### src/rtl/fixed_prio_arbiter.sv
// fixed_prio_arbiter
//   Fixed-priority arbiter for NUM_REQ requesters sharing one resource.
//   The highest-index active request wins. The grant is registered, so it
//   follows req by exactly one cycle, and there is no combinational path
//   from req to grant. If lock is high, the current owner keeps the grant
//   for as long as its own req stays high.
//
// Ports
//   clk          rising-edge clock
//   rst          synchronous reset, active-high; overrides req and lock
//   req          request vector, bit i = requester i
//   lock         1 = keep the current owner while its req stays high
//   grant        registered one-hot grant, all-zero = no grant
//   grant_valid  registered, equals |grant
//   grant_idx    registered binary index of the granted bit, 0 when none
module fixed_prio_arbiter #(
  parameter  int NUM_REQ = 4,
  localparam int IDX_W   = $clog2(NUM_REQ)
) (
  input  logic               clk,
  input  logic               rst,
  input  logic [NUM_REQ-1:0] req,
  input  logic               lock,
  output logic [NUM_REQ-1:0] grant,
  output logic               grant_valid,
  output logic [IDX_W-1:0]   grant_idx
);

  logic [NUM_REQ-1:0] sel;
  logic [IDX_W-1:0]   sel_idx;
  logic               hold;

  // The scan runs upward, so the last set bit it sees is the highest one.
  // That bit overrides any lower ones found earlier.
  always_comb begin
    sel     = '0;
    sel_idx = '0;
    for (int i = 0; i < NUM_REQ; i++) begin
      if (req[i]) begin
        sel     = '0;
        sel[i]  = 1'b1;
        sel_idx = IDX_W'(i);
      end
    end
  end

  // Lock only holds a live owner. If there is no grant, or the owner has
  // dropped its req, the arbiter falls back to normal priority selection.
  assign hold = lock && grant_valid && |(grant & req);

  always_ff @(posedge clk) begin
    if (rst) begin
      grant       <= '0;
      grant_valid <= 1'b0;
      grant_idx   <= '0;
    end else if (!hold) begin
      grant       <= sel;
      grant_valid <= |req;
      grant_idx   <= sel_idx;
    end
  end

endmodule

### config.mk
export PLATFORM = sky130hd
export DESIGN_NAME = fixed_prio_arbiter
export DESIGN_NICKNAME = d
export VERILOG_FILES = /design/src/rtl/fixed_prio_arbiter.sv
export SDC_FILE = /design/constraint.sdc
export NUM_CORES = 1
export LEC_CHECK = 0
export CAP_MARGIN = 10
export CELL_PAD_IN_SITES_DETAIL_PLACEMENT = 2
export CELL_PAD_IN_SITES_GLOBAL_PLACEMENT = 2
export CORE_MARGIN = 1
export CORE_UTILIZATION = 24
export CTS_BUF_LIST = sky130_fd_sc_hd__clkbuf_4 sky130_fd_sc_hd__clkbuf_8
export DETAILED_ROUTE_END_ITERATION = 10
export GPL_TIMING_DRIVEN = 0
export PLACE_DENSITY = 0.76
export SYNTH_ARGS = -nofsm -noshare
export SYNTH_HDL_FRONTEND = slang
export SYNTH_SLANG_ARGS = --single-unit
### constraint.sdc
create_clock -name clk -period 1.5 [get_ports clk]
set_input_delay 0.3 -clock clk [delete_from_list [all_inputs] [get_ports clk]]
set_output_delay 0.3 -clock clk [all_outputs]
set_load 0.005 [all_outputs]
==> results.py, run 1 <==
metrics = {
    "sta": {
        "finalSetupViolCount": 0,
        "skew_ns": 0.00179,
        "setup_slack_ns": 0.0649,
        "worstMarginPinSlew_ns": 0.393,
        "fmax_mhz": 697,
        "min_period_over_period_pct": 95.7,
        "timing_hold_violations_final": 0,
        "drv_slew": 0,
        "finalHoldWorstSlack_ns": 0.433,
        "layout_min_cycle_time_ns": 1.44,
        "rsz0062_at_grt": "no",
        "relSlewSlack_pct": 73.8,
    },
    "cells_and_area": {
        "final_common_cell": "clkdlybuf4s50_1",
        "final_core_util_pct": 40.0,
        "area_delta_synth_final_pct": 52.7,
        "drive_above_1_share_pct": 19.3,
        "layout.nets": 65,
        "diodes": 0,
        "stdcell_count": 72,
        "fillers": 160,
        "layout_common_cells": "9 x clkdlybuf4s50_1, 4 x mux2i_1, 4 x a21oi_1, 4 x clkbuf_4, 4 x dfxtp_1",
    },
    "floorplan": {
        "row_count": 13,
        "io-pin-count": 14,
        "fp.dieW_um": 40.1,
        "die_height_um": 40.1,
        "start_util_pct": 26.2,
        "core_area_mm2": 0.00133,
        "die_area_mm2": 0.00161,
    },
    "synthesis": {
        "synth_cell_type_count": 20,
        "syn-mean-instance-area_um2": 8.95,
        "postSynthCellCount": 39,
        "synth_fa_ha_area_share_pct": 0,
        "syn_nets": 46,
        "ys_ff_latch": 7,
        "synth-compound-area-share_pct": 22.6,
        "ys_warn_count": 0,
        "synth_area_um2": 349,
        "synthSimpleGateAreaFrac_pct": 23.7,
        "synth-seq-area-share_pct": 40.1,
        "yosys.area_share.xor_xnor_pct": 0,
        "synth_top_family_by_area": "simple AND/OR/NAND/NOR gates",
        "yosys-mux-area-fraction_pct": 11.5,
    },
    "setup_path": {
        "cp-end-kind": "output pin",
        "crit_path_max_incr_delay_ns": 0.52,
        "regToRegStartpoint": "grant[0]$_SDFFE_PP0N_",
        "worstSetupStartpointType": "register",
        "critical_path_arrival_ns": 1.14,
        "cp_slowest_cell": "clkdlybuf4s50_1",
        "critPathKind": "reg2out",
        "r2r_slack_ns": 0.09,
        "path_cells": "clkdlybuf4s50_1",
        "startpoint": "grant[2]$_SDFFE_PP0N_",
        "reg2reg_to": "grant[3]$_SDFFE_PP0N_",
        "cp.depth": 1,
        "worstPathRequired_ns": 1.20,
        "reg2regPathDepth": 5,
        "cp_max_fo": 3,
        "worst_path_dominant_cell_family": "buffers and inverters",
        "endpoint": "grant[2]",
        "cp.buffers_inverters": 1,
    },
    "cts": {
        "cts_buffers": 3,
        "clk_path_buf_depth": 2,
        "clkLatencyLatePin_ns": 0.26,
        "cts_tree": "built",
        "path_clk_slew_ns": 0.05,
        "cts_sinks": 7,
        "cts_hold_buf": 0,
        "htreeDepth": 1,
        "root_buffer": "clkbuf_4",
    },
    "pwr": {
        "peakVddDrop_uv": 401,
        "p_per_area_mw_per_mm2": 906,
        "finalPower_uw": 483,
        "cellLeakagePower_nw": 0.199,
    },
    "grt": {
        "grt_pass1_vias": 418,
        "grt_max_degree": 11,
        "grt_pass1_wl_mm": 1.77,
        "gr-total-overflow": 0,
        "gr-usage-all-layers_pct": 18.3,
        "grt_antenna_before_repair": 0,
    },
    "drt": {
        "route.detailed.drc": 0,
        "avgViaCountPerCell": 5.18,
        "drtIter0Drc": 3,
        "wl_per_cell_um": 15.7,
        "detail_route.wirelength_mm": 1.13,
        "postRouteAntennaNets": 0,
        "drtPass1Iterations": 4,
        "num_vias": 373,
    },
    "placement": {
        "gp_congestion": 0.722,
        "dp.cells": 66,
        "numPortBuffers": 12,
        "dp_slack_ns": -0.471,
        "hpwl_um": 855,
    },
    "min_path": {
        "hp-class": "in2reg",
    },
    "outcome": {
        "status": "finished clean",
    },
    "flow_run": {
        "drv_cap": 0,
    },
}
cell families (layout without fill, tap and decap cells):
group	Yosys count	in the layout
mux	4	4
flops	7	7
buf+inv	2	20
compound gates	12	12
simple gates	14	14
power breakdown:
part,switching [mW],leakage [nW],internal [mW]
Combinational,0.0349,0.121,0.0453
Sequential,0.00700,0.0592,0.197
Clock,0.0784,0.0184,0.120
worst min-delay path by stage:
stage / cells past startpoint / slack, ns / end / from
after floorplan: 2 / 0.43 / grant_valid$_SDFFE_PP0N_ / req[0]
after global placement: 2 / 0.46 / grant_idx[0]$_SDFFE_PP0N_ / grant_idx[0]$_SDFFE_PP0N_
after detailed placement: 2 / 0.49 / grant_idx[0]$_SDFFE_PP0N_ / grant_idx[0]$_SDFFE_PP0N_
after CTS: 2 / 0.43 / grant_valid$_SDFFE_PP0N_ / rst
after global routing: 2 / 0.49 / grant_valid$_SDFFE_PP0N_ / rst
final: 2 / 0.43 / grant_valid$_SDFFE_PP0N_ / rst
registers in the layout, summed over array words and instances (netlist names):
name         flops
grant_valid      1
grant_idx        2
grant            4
per-layer routing:
| metal | GRT usage (%) | share of wire [%] |
|---|---|---|
| met5 | 0 | 0 |
| met4 | 7.76 | 0.98 |
| met3 | 10.6 | 7.5 |
| met2 | 33.5 | 55 |
| met1 | 15.8 | 36 |
final cells by class:
cell class                      count  area, µm²  share of cell area, %
Multi-Input combinational cell     30        201                   37.8
Timing Repair Buffer               14        131                   24.6
Sequential cell                     7        144                   27.0
Tap cell                           15       18.8                   3.52
Clock buffer                        4       30.0                   5.63
Buffer                              1       3.75                  0.704
Inverter                            1       3.75                  0.704
synthesized netlist by cell type (all sizes together):
master  n  area (µm²)
dfxtp   7         140
a21oi   5        28.8
mux2i   4        40.0
nand2   3        11.3
nand2b  3        18.8
nand3b  2        15.0
nor2b   2        12.5
o21ai   2        10.0
a211oi  1        7.51
a21o    1        7.51
a222oi  1        10.0
a22oi   1        7.51
buf     1        3.75
inv     1        3.75
nor2    1        3.75
nor3    1        5.00
nor3b   1        7.51
o21bai  1        7.51
or3b    1        8.76
per-stage QoR:
stage	cell area, µm²	TNS [ns]
after floorplan	349	0
after global placement	488	-1.47
after detailed placement	488	-1.99
after CTS	529	0
after global routing	533	0
final	533	0
timing repair:
item / CTS / global route
gates resized for setup: 3 / 3
setup buffers: 2 / 0
cloned: 0 / 0
setup endpoints to repair: 5 / 3
pin swaps: 1 / 0
(Power assumes the default switching activity.)
==> run 2, diff against run 1 <==
CORE_UTILIZATION = 21   (was 24)
PLACE_DENSITY = 0.71   (was 0.76)
clock period = 1.25 ns   (was 1.5 ns; I/O delays follow)
==> run 2 against run 1 <==
  * Critical endpoint is now grant[3]$_SDFFE_PP0N_
  * Final cell count grew 4.2%
  * Sequential cell count is the same
  * Sequential power grew 20%
  * Worst setup slack lost 0.025 ns
  * Total power grew 17%
==> results.py, run 2 (synthesis results as in run 1) <==
metrics = {
    "outcome": {
        "status": "finished clean",
    },
    "drt": {
        "drtPass1Iterations": 4,
        "num_vias": 365,
        "wl_per_cell_um": 13.1,
        "route.detailed.drc": 0,
        "drtIter0Drc": 3,
        "avgViaCountPerCell": 4.87,
        "postRouteAntennaNets": 0,
        "detail_route.wirelength_um": 979,
    },
    "min_path": {
        "hp-class": "in2reg",
    },
    "placement": {
        "gp_congestion": 0.678,
        "hpwl_um": 676,
        "numPortBuffers": 12,
        "dp_slack_ns": -0.558,
        "dp.cells": 67,
    },
    "setup_path": {
        "cp-end-kind": "register",
        "worst_path_dominant_cell_family": "simple AND/OR/NAND/NOR gates",
        "critPathKind": "reg2reg",
        "r2r_slack_ns": 0.04,
        "cp.buffers_inverters": 1,
        "worstSetupStartpointType": "register",
        "crit_path_max_incr_delay_ns": 0.40,
        "cp_max_fo": 4,
        "worstPathRequired_ns": 1.42,
        "critical_path_arrival_ns": 1.38,
        "cp_slowest_cell": "or3b_4",
        "path_cells": "a222oi_1, buf_4, or3b_4, a21oi_2",
    },
    "sta": {
        "setup_slack_ns": 0.0402,
        "min_period_over_period_pct": 96.8,
        "fmax_mhz": 827,
        "skew_ns": 0.00484,
        "drv_slew": 0,
        "timing_hold_violations_final": 0,
        "layout_min_cycle_time_ns": 1.21,
        "tns_ns": 0,
        "rsz0062_at_grt": "yes",
        "relSlewSlack_pct": 76.1,
        "worstMarginPinSlew_ns": 0.359,
        "finalSetupViolCount": 0,
    },
    "cells_and_area": {
        "final_common_cell": "dlygate4sd2_1",
        "fillers": 185,
        "largest_register_ffs": 4,
        "layout_common_cells": "10 x dlygate4sd2_1, 4 x mux2i_1, 4 x clkbuf_4, 4 x dfxtp_2, 4 x buf_4",
        "layout.nets": 67,
        "max_flop_register": "grant",
        "reg_top3": "grant: 4 flops, grant_idx: 2 flops, grant_valid: 1 flops",
        "stdcell_count": 75,
        "final_core_util_pct": 36.8,
        "area_delta_synth_final_pct": 60.6,
        "drive_above_1_share_pct": 27.1,
        "diodes": 0,
    },
    "pwr": {
        "p_per_area_mw_per_mm2": 1010,
        "finalPower_uw": 565,
        "peakVddDrop_uv": 617,
        "cellLeakagePower_nw": 0.245,
    },
    "grt": {
        "gr-total-overflow": 0,
        "grt_max_degree": 11,
        "grt_pass1_vias": 367,
        "gr-usage-all-layers_pct": 12.7,
        "grtUsageMet1_pct": 16.0,
        "met3_usage_pct": 5.11,
        "top_usage_layer": "met2",
        "grt_antenna_before_repair": 0,
        "grt_pass1_wl_mm": 1.70,
        "met2_usage_pct": 18.8,
    },
    "floorplan": {
        "io-pin-count": 14,
        "die_area_mm2": 0.00183,
        "fp.dieW_um": 42.8,
        "row_count": 14,
        "start_util_pct": 22.9,
        "die_height_um": 42.8,
        "core_area_mm2": 0.00152,
    },
    "cts": {
        "cts_tree": "built",
        "clkLatencyLatePin_ns": 0.25,
        "htreeDepth": 1,
        "clk_path_buf_depth": 2,
        "path_clk_slew_ns": 0.06,
        "root_buffer": "clkbuf_4",
        "cts_buffers": 3,
        "cts_sinks": 7,
    },
    "flow_run": {
        "drv_cap": 0,
    },
}
-- run 2: per-layer routing --
metal | vias to the layer above | part of all wire [%]
met2 | 13 | 45
met3 | 2 | 5.2
met4 | 0 | 1.0
met5 | - | 0
met1 | 169 | 49
li1 | 181 | -
-- run 2: area by class of cell --
type	instances	area [µm²]	share of cell area, %
clock buffer	4	30.0	5.36
sequential	7	145	25.9
tap	16	20.0	3.57
timing repair buffer	16	140	25.0
multi-input combinational	30	218	38.8
buffer	1	3.75	0.670
inverter	1	3.75	0.670
-- run 2: final timing paths --
path / start / end / cells after the start
max: grant[0]$_SDFFE_PP0N_ / grant[3]$_SDFFE_PP0N_ / 4
min: rst / grant[3]$_SDFFE_PP0N_ / 2
max reg2reg: grant[0]$_SDFFE_PP0N_ / grant[3]$_SDFFE_PP0N_ / 4
min reg2reg: grant_idx[0]$_SDFFE_PP0N_ / grant_idx[0]$_SDFFE_PP0N_ / 2
-- run 2: stage by stage --
step           hold WS (ns)  area (µm²)
2_1_floorplan         0.379         349
3_3_place_gp          0.476         489
3_5_place_dp          0.475         489
4_1_cts               0.362         552
5_1_grt               0.422         561
6_report              0.370         561
-- run 2: timing repair --
action	4_1_cts	5_1_grt
resized for setup	16	3
setup endpoints to repair	12	5
buffers inserted	4	0
endpoints found under the hold margin	0	0
hold buffers	0	0
pin swaps	1	3
-- run 2: worst register-to-register path, cell delays in order, from the launching register on --
cell	delay, ns
dfxtp_2	0.34
a222oi_1	0.09
buf_4	0.17
or3b_4	0.40
a21oi_2	0.14
-- run 2: where the power goes --
group	internal (mW)	switching (mW)
sequential	0.237	0.00741
combinational	0.0492	0.0444
clock	0.144	0.0840
